==> src/rtl/systolic_array_controller_if.sv <==
// rtl/systolic_array_controller_if.sv - host/DMA and PE-grid signals of the systolic array controller
`timescale 1ns/1ps
interface systolic_array_controller_if #(
  parameter int N  = 4,
  parameter int DW = 8,
  parameter int AW = 32
);
  logic            start;
  logic            cfg_reload_w;
  logic            busy;
  logic            done;
  logic            w_valid;
  logic            w_ready;
  logic [N*DW-1:0] w_data;
  logic            x_valid;
  logic            x_ready;
  logic [N*DW-1:0] x_data;
  logic            x_last;
  logic            y_valid;
  logic [N*AW-1:0] y_data;
  logic [N*DW-1:0] pe_weight;
  logic [N-1:0]    pe_load_row;
  logic [N*DW-1:0] pe_data_west;
  logic [N*AW-1:0] pe_psum_north;
  logic [N*AW-1:0] pe_psum_south;

  modport master (
    output start, cfg_reload_w, w_valid, w_data, x_valid, x_data, x_last, pe_psum_south,
    input  busy, done, w_ready, x_ready, y_valid, y_data,
    input  pe_weight, pe_load_row, pe_data_west, pe_psum_north
  );

  modport slave (
    input  start, cfg_reload_w, w_valid, w_data, x_valid, x_data, x_last, pe_psum_south,
    output busy, done, w_ready, x_ready, y_valid, y_data,
    output pe_weight, pe_load_row, pe_data_west, pe_psum_north
  );
endinterface

==> src/rtl/systolic_array_controller.sv <==
// rtl/systolic_array_controller.sv - weight-stationary NxN systolic array sequencer
`timescale 1ns/1ps
module systolic_array_controller #(
  parameter int N  = 4,
  parameter int DW = 8,
  parameter int AW = 32
) (
  input logic                     clk,
  input logic                     rst,
  systolic_array_controller_if.slave bus
);
  localparam int RW = (N > 1) ? $clog2(N) : 1;
  localparam int CW = $clog2(2 * N);

  typedef enum logic [2:0] {IDLE, LOAD_W, STREAM, DRAIN, DONE} state_t;

  state_t          state_q, state_d;
  logic            wl_q, wl_d;
  logic [RW-1:0]   row_q, row_d;
  logic [CW-1:0]   cnt_q, cnt_d;
  logic [N-1:0]    load_row_q, load_row_d;
  logic [N*DW-1:0] weight_q, weight_d;
  logic [2*N-1:0]  tag_q, tag_d;
  logic [N*AW-1:0] y_raw;

  logic w_acc, x_acc, y_valid;
  assign w_acc = (state_q == LOAD_W) && bus.w_valid;
  assign x_acc = (state_q == STREAM) && bus.x_valid;

  always_comb begin
    state_d    = state_q;
    wl_d       = wl_q;
    row_d      = row_q;
    cnt_d      = cnt_q;
    load_row_d = '0;
    weight_d   = weight_q;
    tag_d      = {tag_q[2*N-2:0], x_acc};
    case (state_q)
      IDLE: if (bus.start) begin
        row_d   = '0;
        cnt_d   = '0;
        state_d = (bus.cfg_reload_w || !wl_q) ? LOAD_W : STREAM;
      end
      LOAD_W: if (w_acc) begin
        load_row_d = N'(1) << row_q;
        weight_d   = bus.w_data;
        row_d      = row_q + RW'(1);
        if (row_q == RW'(N - 1)) begin
          state_d = STREAM;
          wl_d    = 1'b1;
        end
      end
      STREAM: if (x_acc && bus.x_last) begin
        cnt_d   = '0;
        state_d = DRAIN;
      end
      // The last accepted vector surfaces on y_valid in the final drain cycle.
      DRAIN: begin
        cnt_d = cnt_q + CW'(1);
        if (cnt_q == CW'(2 * N - 1)) state_d = DONE;
      end
      DONE:    state_d = IDLE;
      default: state_d = IDLE;
    endcase
  end

  always_ff @(posedge clk) begin
    if (rst) begin
      state_q    <= IDLE;
      wl_q       <= 1'b0;
      row_q      <= '0;
      cnt_q      <= '0;
      load_row_q <= '0;
      weight_q   <= '0;
      tag_q      <= '0;
    end else begin
      state_q    <= state_d;
      wl_q       <= wl_d;
      row_q      <= row_d;
      cnt_q      <= cnt_d;
      load_row_q <= load_row_d;
      weight_q   <= weight_d;
      tag_q      <= tag_d;
    end
  end

  // Row r enters the array r cycles late so that row r meets the psum wavefront.
  for (genvar r = 0; r < N; r++) begin : g_skew
    logic [DW-1:0] sk_q [r+1];
    logic [DW-1:0] sk_d [r+1];
    always_comb begin
      sk_d[0] = x_acc ? bus.x_data[r*DW +: DW] : '0;
      for (int k = 1; k <= r; k++) sk_d[k] = sk_q[k-1];
    end
    always_ff @(posedge clk) begin
      if (rst) begin
        for (int k = 0; k <= r; k++) sk_q[k] <= '0;
      end else begin
        sk_q <= sk_d;
      end
    end
    assign bus.pe_data_west[r*DW +: DW] = sk_q[r];
  end

  for (genvar c = 0; c < N; c++) begin : g_deskew
    localparam int D = N - 1 - c;
    if (D == 0) begin : g_pass
      assign y_raw[c*AW +: AW] = bus.pe_psum_south[c*AW +: AW];
    end else begin : g_dly
      logic [AW-1:0] dk_q [D];
      logic [AW-1:0] dk_d [D];
      always_comb begin
        dk_d[0] = bus.pe_psum_south[c*AW +: AW];
        for (int k = 1; k < D; k++) dk_d[k] = dk_q[k-1];
      end
      always_ff @(posedge clk) begin
        if (rst) begin
          for (int k = 0; k < D; k++) dk_q[k] <= '0;
        end else begin
          dk_q <= dk_d;
        end
      end
      assign y_raw[c*AW +: AW] = dk_q[D-1];
    end
  end

  assign y_valid           = tag_q[2*N-1];
  assign bus.y_valid       = y_valid;
  assign bus.y_data        = y_valid ? y_raw : '0;
  assign bus.busy          = (state_q != IDLE);
  assign bus.done          = (state_q == DONE);
  assign bus.w_ready       = (state_q == LOAD_W);
  assign bus.x_ready       = (state_q == STREAM);
  assign bus.pe_load_row   = load_row_q;
  assign bus.pe_weight     = weight_q;
  assign bus.pe_psum_north = '0;
endmodule

==> src/flat_wrapper.sv <==
// flat-port wrapper written by rule: the top's interface ports become plain ports
module systolic_array_controller_flat 
#(
  parameter int N  = 4,
  parameter int DW = 8,
  parameter int AW = 32
)
  (clk, rst, bus_start, bus_cfg_reload_w, bus_w_valid, bus_w_data, bus_x_valid, bus_x_data, bus_x_last, bus_pe_psum_south, bus_busy, bus_done, bus_w_ready, bus_x_ready, bus_y_valid, bus_y_data, bus_pe_weight, bus_pe_load_row, bus_pe_data_west, bus_pe_psum_north);
  systolic_array_controller_if #(.N(N), .DW(DW), .AW(AW)) bus_i ();
  input logic clk;
  input logic rst;
  input wire logic [$bits(bus_i.start)-1:0] bus_start;
  input wire logic [$bits(bus_i.cfg_reload_w)-1:0] bus_cfg_reload_w;
  input wire logic [$bits(bus_i.w_valid)-1:0] bus_w_valid;
  input wire logic [$bits(bus_i.w_data)-1:0] bus_w_data;
  input wire logic [$bits(bus_i.x_valid)-1:0] bus_x_valid;
  input wire logic [$bits(bus_i.x_data)-1:0] bus_x_data;
  input wire logic [$bits(bus_i.x_last)-1:0] bus_x_last;
  input wire logic [$bits(bus_i.pe_psum_south)-1:0] bus_pe_psum_south;
  output wire logic [$bits(bus_i.busy)-1:0] bus_busy;
  output wire logic [$bits(bus_i.done)-1:0] bus_done;
  output wire logic [$bits(bus_i.w_ready)-1:0] bus_w_ready;
  output wire logic [$bits(bus_i.x_ready)-1:0] bus_x_ready;
  output wire logic [$bits(bus_i.y_valid)-1:0] bus_y_valid;
  output wire logic [$bits(bus_i.y_data)-1:0] bus_y_data;
  output wire logic [$bits(bus_i.pe_weight)-1:0] bus_pe_weight;
  output wire logic [$bits(bus_i.pe_load_row)-1:0] bus_pe_load_row;
  output wire logic [$bits(bus_i.pe_data_west)-1:0] bus_pe_data_west;
  output wire logic [$bits(bus_i.pe_psum_north)-1:0] bus_pe_psum_north;
  assign bus_i.start = bus_start;
  assign bus_i.cfg_reload_w = bus_cfg_reload_w;
  assign bus_i.w_valid = bus_w_valid;
  assign bus_i.w_data = bus_w_data;
  assign bus_i.x_valid = bus_x_valid;
  assign bus_i.x_data = bus_x_data;
  assign bus_i.x_last = bus_x_last;
  assign bus_i.pe_psum_south = bus_pe_psum_south;
  assign bus_busy = bus_i.busy;
  assign bus_done = bus_i.done;
  assign bus_w_ready = bus_i.w_ready;
  assign bus_x_ready = bus_i.x_ready;
  assign bus_y_valid = bus_i.y_valid;
  assign bus_y_data = bus_i.y_data;
  assign bus_pe_weight = bus_i.pe_weight;
  assign bus_pe_load_row = bus_i.pe_load_row;
  assign bus_pe_data_west = bus_i.pe_data_west;
  assign bus_pe_psum_north = bus_i.pe_psum_north;
  systolic_array_controller #(.N(N), .DW(DW), .AW(AW)) u_core (.clk(clk), .rst(rst), .bus(bus_i));
endmodule
==> config.mk <==
export PLATFORM = sky130hd
export DESIGN_NAME = systolic_array_controller_flat
export DESIGN_NICKNAME = d
export VERILOG_FILES = /design/src/rtl/systolic_array_controller_if.sv /design/src/rtl/systolic_array_controller.sv /design/src/flat_wrapper.sv
export SDC_FILE = /design/constraint.sdc
export NUM_CORES = 1
export LEC_CHECK = 0
export ABC_AREA = 1
export CAP_MARGIN = 20
export CORE_AREA = 8 8 197 199
export CTS_CLUSTER_SIZE = 16
export DETAILED_ROUTE_END_ITERATION = 12
export DIE_AREA = 0 0 205 207
export GPL_TIMING_DRIVEN = 0
export PLACE_DENSITY = 0.71
export SYNTH_ARGS = -nofsm -noshare
export SYNTH_HDL_FRONTEND = slang
export SYNTH_SLANG_ARGS = --single-unit
==> constraint.sdc <==
create_clock -name clk -period 1.5 [get_ports clk]
set_clock_uncertainty 0.05 [all_clocks]
set_input_delay 0.3 -clock clk [delete_from_list [all_inputs] [get_ports clk]]
set_output_delay 0.3 -clock clk [all_outputs]
set_load 0.02 [all_outputs]
======== After elaboration in Yosys (flattened, before gate mapping) ========
Cells that the tools add are included.
operators by class
  $add $sub $neg .......................... 2
  reduce and logical (&&, ||, !) cells .... 16
  multiplexer cells ....................... 14
  shifts and indexed selects .............. 1
  bitwise operators ....................... 3
  eq/ne operators ......................... 11
operators with widths
  kind                                                   number
  two-way mux 128 bit                                    1
  two-way mux 3 bit                                      7
  one-hot mux 3 bit (4 select lines)                     1
  one-hot mux 3 bit (3 select lines)                     1
  AND reduction 3 bit                                    3
  inequality test 2 x 1 -> 1 bit, second input constant  4
  equality test 3 x 2 -> 1 bit, second input constant    2
  equality test 3 bit, second input constant             2
  two-way mux 2 bit                                      3
  nonzero test 3 bit                                     2
  AND reduction 5 bit                                    1
  one-hot mux 2 bit (2 select lines)                     1
  << shifter 1 x 2 -> 4 bit, first input constant        1
  adder 3 x 1 -> 3 bit, second input constant            1
  equality test 3 x 1 -> 1 bit, second input constant    1
  logical AND 1 bit                                      3
  logical NOT 3 bit                                      1
  NOT 1 bit                                              3
  OR reduction 3 bit                                     1
  adder 2 x 1 -> 2 bit, second input constant            1
  equality test 2 bit, second input constant             1
  inequality test 2 bit, second input constant           1
  AND reduction 2 bit                                    1
  nonzero test 2 bit                                     1
  other kinds (3)                                        3
storage, ports and cells
  output and inout bits ................... 329
  input port bits ......................... 199
  logic and storage cells ................. 70
  register bits after elaboration ......... 325

======== Logic depth before layout (Yosys ltp) ========
Gate-level depths: netlist (run 1).
  word-level depth ........................ 5
  mapped depth ............................ 9
  mapped depth without buffers ............ 9

======== Worst setup path after synthesis (run 1) ========
Ideal clock, no wire load.
  path kind ............................... reg-to-output
  from .................................... reg u_core.tag_q[7]
  to ...................................... out bus_y_data[100]
  data required time ...................... 1.150 ns
  path slack .............................. -0.081 ns
  path buffers ............................ 2
  arrival time ............................ 1.231 ns
  stages on the path, launching flop included .. 5
  path through ............................ dfxtp_1 -> clkbuf_1 -> buf_1 -> nand2_1 -> inv_1
between the ends
  longest elaborated chain between the ends .. 1
RTL lines
  item                    line                              source
  start, declared         systolic_array_controller.sv:23   logic [2*N-1:0] tag_q, tag_d;
  start signal, assigned  systolic_array_controller.sv:83   tag_q <= tag_d;
  two-way mux 128 bit     systolic_array_controller.sv:129  assign bus.y_data = y_valid ? y_raw : '0;
  end, declared           flat_wrapper.sv:25                output wire logic [$bits(bus_i.y_data)-1:0] bus_y_data;
No other way between the ends.

======== Final worst setup path (run 1) ========
  from .................................... reg u_core.tag_q[7]
  to ...................................... out bus_y_data[111]
Same word-level chain as after synthesis.

==> impl_metrics.json, run 1 <==
{
  "violations": "negative setup slack",
  "syn_area_mm2": 0.0117,
  "p_per_area_mw_per_mm2": 1130,
  "vias": 9755,
  "netlist_top_cells_area": "dfxtp_1 (56%), inv_1 (14%), nor2_1 (9.2%), buf_4 (8.3%), nand2_1 (6.6%)",
  "worstPathRequired_ns": 1.15,
  "critical_path.startpoint": "u_core.tag_q[7]",
  "die_width_um": 205,
  "yosysMostFrequentCell": "inv_1",
  "wire_per_inst_um": 13.6,
  "synthArstFlopShare": 0,
  "worst_slack_ns": -0.409,
  "cts_inserted_buffers": 36,
  "dp_hpwl_um": 27000,
  "ys_seq_elements": 325,
  "firstDrtPassIters": 4,
  "r2r_start": "u_core.state_q[0]",
  "postRouteAntennaNets": 0,
  "routed_via_density": 3.76,
  "tightest_slew_ns": 0.735,
  "status": "finished with violations",
  "syn_avg_cell_area_um2": 7.77,
  "grt_max_degree": 15,
  "grt.busiest_layer": "met2",
  "grt_util_met3": 0.0585,
  "ys_seq_area_frac": 0.557,
  "die_area_mm2": 0.0424,
  "rows": 70,
  "setup_viol": 133,
  "core-area_mm2": 0.0359,
  "synthCells": 1504,
  "layout-drive-gt1-share": 0.289,
  "cts_hold_buf": 0,
  "cp_max_fo": 6,
  "grt_pass1_vias": 9840,
  "cts_sinks": 325,
  "grt_overflow": 0,
  "clkSlewWorstSetupHoldPaths_ns": 0.06,
  "power.total_w": 0.0212,
  "irDropWorstVdd_v": 0.000967,
  "timing.fmax_mhz": 524,
  "p_leak_nw": 10.3,
  "hp-start": "bus_pe_psum_south[10]",
  "grt_setup_unrepaired": "yes",
  "synth_edf_count": 0,
  "root_buffer": "clkbuf_16",
  "grt_use_met1": 0.161,
  "antenna_found_initial": 3,
  "tns_ns": -46.26,
  "max_cap_violations": 0,
  "cts_buffer_depth": 3,
  "path_class": "flop to output port",
  "worstHoldPathType": "primary input to flop",
  "area_delta_synth_final_pct": 60.7,
  "hold_viol": 0,
  "route.detailed.drc": 0,
  "worst_setup_path_end_kind": "output port",
  "synth_top_area_frac": 0.557,
  "clock_latency_ns": 0.51,
  "num-nets-final": 2298,
  "period_needed_ns": 1.91,
  "grt_use_total": 0.156,
  "critPathLaunchType": "flop",
  "slew_violations": 0,
  "grt_pass1_wl_um": 53100,
  "arrival_ns": 1.56,
  "met2_usage": 0.286,
  "drtIter0Drc": 199,
  "yosysTopAreaCell": "dfxtp_1",
  "yosysUniqueCellTypes": 25,
  "ctsHtreeMaxLevel": 2,
  "die_y_um": 207,
  "port_buffers": 398,
  "pin_count": 528,
  "drt_wl_total_um": 35400,
  "yosysWarningCount": 0,
  "fin_crit_sh": 1.27,
  "cts_tree": "built",
  "synthTopCellsByCount": "inv_1 (424), dfxtp_1 (325), nor2_1 (286), nand2_1 (205), buf_4 (129)",
  "max_slew_margin": 0.510,
  "gp_congestion": 0.790,
  "synth-main-ff-cell": "dfxtp_1",
  "initial_utilization": 0.325
}
-- worst max-delay path, stage by stage, from the launching register on --
cell and delay, ns:
dfxtp_4 0.43, clkbuf_16 0.21, clkbuf_16 0.19, nand2_4 0.06
inv_4 0.06, buf_6 0.11
-- per-layer routing --
layer | vias to the layer above | wire length (um)
met3 | 55 | 3350
met5 | - | 27
met1 | 4305 | 13000
li1 | 5082 | -
met4 | 4 | 707
met2 | 309 | 18300
-- worst paths after layout --
kind                                            end  slack, ns  cells after the start
setup reg to reg                  u_core.state_q[0]       0.07                      9
hold / removal    u_core.g_deskew[0].g_dly.dk_d[42]       0.24                      3
hold reg to reg   u_core.g_deskew[0].g_dly.dk_d[26]       0.34                      2
setup / recovery                    bus_y_data[111]      -0.41                      5
-- state kept, by name (all words and copies together) (netlist names) --
name	flops
u_core.g_deskew.g_dly.dk_d	96
u_core.g_deskew.g_dly.dk_q	96
u_core.g_skew.sk_d	48
u_core.bus.pe_weight	32
u_core.bus.pe_data_west	24
u_core.g_skew.sk_q	8
u_core.tag_q	8
u_core.bus.pe_load_row	4
u_core.cnt_q	3
u_core.state_q	3
u_core.row_q	2
u_core.wl_q	1
-- layout by cell type (no fill, tap or decap), drive strengths merged --
cell type / n
clkinv: 13
nor2: 289
a21oi: 38
buf: 361
nand2: 217
nor3: 5
dfxtp: 325
o21ai: 3
inv: 427
bufinv: 1
diode: 3
clkbuf: 74
ha: 3
conb: 128
nand3: 11
clkinvlp: 1
clkdlybuf4s50: 197
clkdlybuf4s15: 30
-- power breakdown --
part | switching, W | internal [W]
sequential | 0.000227 | 0.00910
combinational | 0.00176 | 0.00155
clock | 0.00356 | 0.00503
-- final cells by class --
cell class	instances	area [um^2]
Fill cell	3269	17100
Sequential cell	325	6520
Timing Repair Buffer	429	4160
Multi-Input combinational cell	694	3180
Inverter	427	1640
Buffer	183	1500
Clock buffer	50	1020
Tap cell	468	586
Clock inverter	15	164
Antenna cell	3	7.51
-- cell families (layout without fill, tap and decap cells) --
kind of cell,count (synthesis),count (layout),share of synthesized area
AOI/OAI and AO/OA,41,41,0.0208
adders and majority gates,3,3,0.00321
buffers and inverters,612,1104,0.245
DFF,325,325,0.557
other,1,131,0.000321
and+or+nand+nor,522,522,0.174
-- timing repair --
item | CTS | global route
setup buffers | 10 | 9
pin swaps | 3 | 4
cloned | 7 | 6
setup endpoints to repair | 201 | 207
resized for setup | 1036 | 208
-- stage by stage --
stage / worst slack (ns) / utilization / hold slack, ns / instances / instance area, um^2
after floorplan: -0.0659 / - / 0.338 / 1631 / 12200
after global placement: -1.37 / 0.466 / 0.338 / 2497 / 16700
after detailed placement: -1.36 / 0.466 / 0.342 / 2497 / 16700
after CTS: -0.444 / 0.509 / 0.207 / 2578 / 18300
after global routing: -0.487 / 0.523 / 0.218 / 2592 / 18800
final: -0.409 / 0.523 / 0.236 / 2594 / 18800
Note: power is estimated with default switching activity, not from simulation.
==> run 2, diff against run 1 <==
--- a/config.mk
+++ b/config.mk
@@ -13,6 +13,7 @@
 export DIE_AREA = 0 0 205 207
 export GPL_TIMING_DRIVEN = 0
 export PLACE_DENSITY = 0.71
+export SLEW_MARGIN = 15
 export SYNTH_ARGS = -nofsm -noshare
 export SYNTH_HDL_FRONTEND = slang
 export SYNTH_SLANG_ARGS = --single-unit
==> results of run 2 <==
No change in the layout: final DEF, timing and power equal those of run 1.
==> edit 1 (config.mk and constraints of run 2) <==
Encoding of `state_t`: now one-hot (5 bits for 5 states).
--- a/src/rtl/systolic_array_controller.sv
+++ b/src/rtl/systolic_array_controller.sv
@@ -14,3 +14,3 @@
 
-  typedef enum logic [2:0] {IDLE, LOAD_W, STREAM, DRAIN, DONE} state_t;
+  typedef enum logic [4:0] {IDLE = 5'b00001, LOAD_W = 5'b00010, STREAM = 5'b00100, DRAIN = 5'b01000, DONE = 5'b10000} state_t;
 
Behaviour: no difference found for any inputs over 10 cycles, from zero or initial values and one cycle with rst high; not proved beyond that.
==> edit 1 against run 2 <==
The flow still finishes with violations (negative setup slack); worst hold slack better by 0.020 ns; area after synthesis grew 0.87%; wire length down 2.1%; power is 3.0% lower; combinational power down 3%; synthesized cell count grew 1.1%; sequential cell count grew 2; worst setup slack improved by 0.031 ns; final area up 0.37%; utilization is 0.20 points higher; cell count up 0.62%.
==> edit 1: results (changes against run 2) <==
- Status: complete, but fails checks
- Failing checks: negative setup slack
- Hpwl dp: 26400 um (-2.4%)
- Worst Setup EP: bus_y_data[33]
- First-pass GRT wire length: 52400 um (-1.3%)
- Initial DRC Count: 245 (+23%)
- Worst reg2reg endpoint: u_core.state_q[2]$_SDFFE_PP0P_
- Layout cells sized above 1: 27.4% (-1.6 points)
- Syn Area/Cell: 7.75 um^2 (-0.26%)
- Final setup violation count: 160 (+20%)
- Worst path arrival time: 1.53 ns (-0.03 ns)
- I/O Buffers: 399 (+0.25%)
- Layout Nets: 2321 (+1.0%)
- Worst setup margin: -0.378 ns (+0.0310 ns)
- Antenna cells: 0 (-3)
- TritonCTS Buffers: 35 (-2.8%)
- Vias per inst: 3.78 (+0.64%)
- Crit path max-delay family: buffers and inverters
- Placed insts: 2515 (+0.72%)
- Global placement routability congestion: 0.793 (+0.30%)
- Largest net degree at the start of global routing: 16 (+1)
- Commonest cells in the netlist: inv_1, nor2_1, dfxtp_1
- Largest stage delay, worst path: 0.41 ns (-0.02 ns)
- GRT Util Overall: 15.2% (-0.37 points)
- Rel. slew slack: 62.0% (+11 points)
- Register area share after synthesis: 55.5% (-0.14 points)
- Synth top area cells: dfxtp_1, inv_1, nor2_1, buf_4, nand2_1
- R2r setup slk: -0.09 ns (-0.16 ns)
- Initial antenna violation count: 0 (-3)
- RR Startpoint: u_core.state_q[2]$_SDFFE_PP0P_
- Worst Path Max Fanout: 10 (+4)
- Filler cells: 3318 (+1.5%)
- Worst-case reg-to-reg path depth: 10 (+1)
- Setup TNS: -42.55 ns (+3.71 ns)
[edit 1: repair_timing]
action                                   CTS  global route
gates cloned                               1             7
resized for setup                       1004           247
setup buffers                             17            10
hold endpoints to repair                   0             0
pin swaps                                  9            17
endpoints found under the setup margin   448           202
[edit 1: worst min path at each step]
stage,from,to,slack (ns),depth (start not counted)
2_1_floorplan,u_core.g_skew[1].sk_d[2]$_SDFF_PP0_,u_core.bus.pe_data_west[10]$_SDFF_PP0_,0.34,2
3_3_place_gp,u_core.g_deskew[0].g_dly.dk_d[44]$_SDFF_PP0_,u_core.g_deskew[0].g_dly.dk_d[12]$_SDFF_PP0_,0.34,2
3_5_place_dp,u_core.g_deskew[1].g_dly.dk_d[30]$_SDFF_PP0_,u_core.g_deskew[1].g_dly.dk_q[30]$_SDFF_PP0_,0.34,2
4_1_cts,bus_pe_psum_south[16],u_core.g_deskew[0].g_dly.dk_d[48]$_SDFF_PP0_,0.23,3
5_1_grt,bus_pe_psum_south[16],u_core.g_deskew[0].g_dly.dk_d[48]$_SDFF_PP0_,0.23,3
6_report,bus_pe_psum_south[16],u_core.g_deskew[0].g_dly.dk_d[48]$_SDFF_PP0_,0.26,3
[edit 1: cells by family (layout without fill, tap and decap cells)]
family,count (synthesis),after routing,share of synthesized area [%]
fa+ha+maj,3,3,0.319
simple gates,540,541,18.4
compound gates,38,38,1.61
buf+inv,612,1105,24.1
other cells,1,128,0.0318
flops,327,327,55.5
[edit 1: final cells by class]
class / instances / share of cell area (%)
sequential: 327 / 34.8
buffer: 187 / 8.04
multi-input combinational: 710 / 16.7
timing repair buffer: 433 / 23.0
clock buffer: 46 / 5.13
clock inverter: 14 / 0.644
tap: 468 / 3.11
inverter: 425 / 8.50
[edit 1: worst reg2reg max path, stage by stage, from the launching register on]
cell	delay [ns]
dfxtp_4	0.38
nor2_4	0.05
buf_12	0.13
buf_6	0.11
buf_6	0.11
nand4_1	0.11
buf_4	0.14
nand2_1	0.05
nor2_1	0.13
nand2_1	0.08
a21oi_1	0.16
[edit 1: power by group]
group          switching, mW  leakage, nW  internal [mW]
Combinational           1.67         6.89           1.55
Sequential             0.208         2.68           9.11
Clock                   3.45        0.530           4.60
[edit 1: metrics by stage]
| step | instance area, um^2 | worst slack, ns | total power [mW] |
|---|---|---|---|
| after floorplan | 12300 | -0.0659 | 11.0 |
| after global placement | 16800 | -1.33 | 12.1 |
| after detailed placement | 16800 | -1.37 | 12.1 |
| after CTS | 18300 | -0.431 | 20.5 |
| after global routing | 18800 | -0.457 | 21.5 |
| final | 18800 | -0.378 | 20.6 |
[edit 1: metal layers]
metal  track usage (%)  part of all wire [%]
met1              16.0                    37
met2              28.2                    52
met3              4.99                   8.6
met4              4.22                   2.1
met5                 0                     0
==> edit 2 (config.mk and constraints of run 2) <==
Made on the original files. `DW` is set to 8 in 3 places; all go to 7.
--- a/src/rtl/systolic_array_controller_if.sv
+++ b/src/rtl/systolic_array_controller_if.sv
@@ -4,3 +4,3 @@
   parameter int N  = 4,
-  parameter int DW = 8,
+  parameter int DW = 7,
   parameter int AW = 32
--- a/src/rtl/systolic_array_controller.sv
+++ b/src/rtl/systolic_array_controller.sv
@@ -4,3 +4,3 @@
   parameter int N  = 4,
-  parameter int DW = 8,
+  parameter int DW = 7,
   parameter int AW = 32
--- a/src/flat_wrapper.sv
+++ b/src/flat_wrapper.sv
@@ -4,3 +4,3 @@
   parameter int N  = 4,
-  parameter int DW = 8,
+  parameter int DW = 7,
   parameter int AW = 32
Interface: changed (resized bus_pe_data_west, bus_pe_weight, bus_w_data and bus_x_data); port bits go from 528 to 512. No check against the original RTL was run, so the function may have changed too.
==> edit 2 against run 2 <==
The run still ends with negative setup slack left; wire length decreased by 3.3%; worst setup slack gained 0.041 ns; register-to-register slack worse by 0.06 ns; final area fell by 0.68%; power is 0.93% higher; area after synthesis is 3.9% lower; cell count down 2.8%; first-iteration DRC count grew 42%; combinational power up 5%; critical path depth unchanged; global-route usage fell by 1.0 points; sequential cell count fell by 14.
==> edit 2: results (changes against run 2) <==
- Multi-input combinational area share: 17.4% (+0.43 points)
- Met1 GRT Util: 15.0% (-1.1 points)
- Reg area: 0.00624 mm^2 (-4.3%)
- RR Startpoint: u_core.state_q[2]$_SDFFE_PP0P_
- WL/cell: 13.6 um (-0.55%)
- DR WL met3: 3120 um (-7.0%)
- Final setup violation count: 133 (unchanged)
- Register area share after synthesis: 55.4% (-0.26 points)
- Initial DRC Count: 283 (+42%)
- Worst Setup EP: bus_y_data[11]
- I/O Buffers: 382 (-4.0%)
- Final Non-Filler Cells: 2522 (-2.8%)
- GRT met2 Usage: 26.8% (-1.8 points)
- Min-Delay Endpoint: u_core.g_deskew[2].g_dly.dk_q[24]$_SDFF_PP0_
- Number of synthesized register bits: 311 (-4.3%)
- Failing checks: negative setup slack
- Clkbuf count: 47 (-6.0%)
- Tightest Pin Transition: 0.583 ns (-0.151 ns)
- TritonCTS Buffers: 35 (-2.8%)
- Layout cells sized above 1: 31.5% (+2.6 points)
- Non-CTS buffers: 593 (-3.1%)
- Final hold slack: 0.263 ns (+0.0275 ns)
- Hpwl dp: 25300 um (-6.4%)
- First-pass GRT wire length: 49800 um (-6.3%)
- Clock root cell: clkbuf_16
- Filler cells: 3256 (-0.40%)
- ClkCell Share: 6.55% (+0.22 points)
- Area delta synth->final: 66.0%
- Cell area after placement: 0.0161 mm^2 (-3.6%)
- Non-clk buf share: 31.1% (+0.94 points)
- Synth top area cells: dfxtp_1, inv_1, nor2_1, buf_4, nand2_1
- Worst setup margin: -0.368 ns (+0.0410 ns)
- Netlist cell types: 20 (-20%)
- Number of global-route vias before repair: 9348 (-5.0%)
- Commonest cells in the netlist: inv_1, nor2_1, dfxtp_1
- Max VDD drop: 0.000820 V (-15%)
- Worst path arrival time: 1.52 ns (-0.04 ns)
- DRT met1 WL: 12600 um (-3.5%)
- R2r setup slk: 0.01 ns (-0.06 ns)
- Initial antenna violation count: 7 (+4)
- Multi-input gate count: 673 (-3.0%)
- Hold wc startpoint: bus_pe_psum_south[88]
- Worst Path Max Fanout: 8 (+2)
- Antenna cells: 0 (-3)
- First drt pass iteration count: 7 (+3)
- Placed insts: 2433 (-2.6%)
- Status: complete, but fails checks
- GRT Util Overall: 14.6% (-1.0 points)
- Worst reg2reg endpoint: u_core.bus.pe_weight[20]$_SDFFE_PP0P_
- DR WL met2: 17500 um (-4.1%)
- Syn Area/Cell: 7.72 um^2 (-0.69%)
- Layout Nets: 2223 (-3.3%)
-- edit 2: cell types whose count changed after synthesis, moves of 10 or more --
cell | before | now
a21oi_2 | 10 | 0
dfxtp_1 | 325 | 311
nor2_1 | 286 | 322
a21oi_1 | 28 | 5
o21ai_1 | 1 | 11
o21ai_0 | 2 | 24
nand2_1 | 205 | 150
inv_1 | 424 | 414
-- edit 2: cells by family (layout without fill, tap and decap cells) --
| group | count (synthesis) | after routing | synth area share, % |
|---|---|---|---|
| AND/OR/NAND/NOR | 502 | 502 | 17.4 |
| other | 1 | 128 | 0.0334 |
| adder cells (fa/ha/maj) | 3 | 3 | 0.334 |
| flip-flops | 311 | 311 | 55.4 |
| AO/OA/AOI/OAI | 40 | 40 | 1.78 |
| buffers and inverters | 599 | 1070 | 25.0 |
-- edit 2: what timing repair did --
| item | in CTS | in global routing |
|---|---|---|
| endpoints found under the setup margin | 196 | 193 |
| cloned | 2 | 9 |
| gates resized for setup | 977 | 351 |
| buffers inserted | 11 | 9 |
| pin swaps | 2 | 16 |
-- edit 2: report_power, final --
part	total, mW	switching [mW]	leakage [nW]	internal, mW
Sequential	9.06	0.276	2.55	8.79
Combinational	3.48	1.85	7.18	1.63
Clock	8.88	3.37	0.594	5.51
-- edit 2: per-stage QoR --
stage	setup TNS, ns	setup WS (ns)
floorplan	-6.59	-0.0659
global placement	-170.59	-1.27
detailed placement	-181.91	-1.25
CTS	-49.62	-0.428
global route	-52.17	-0.450
finish	-41.98	-0.368
-- edit 2: critical path, stage by stage, from the launching register on --
cell and delay, ns:
dfxtp_4 0.41, clkbuf_16 0.21, clkbuf_16 0.17, nand2_1 0.06, inv_2 0.05, buf_6 0.11
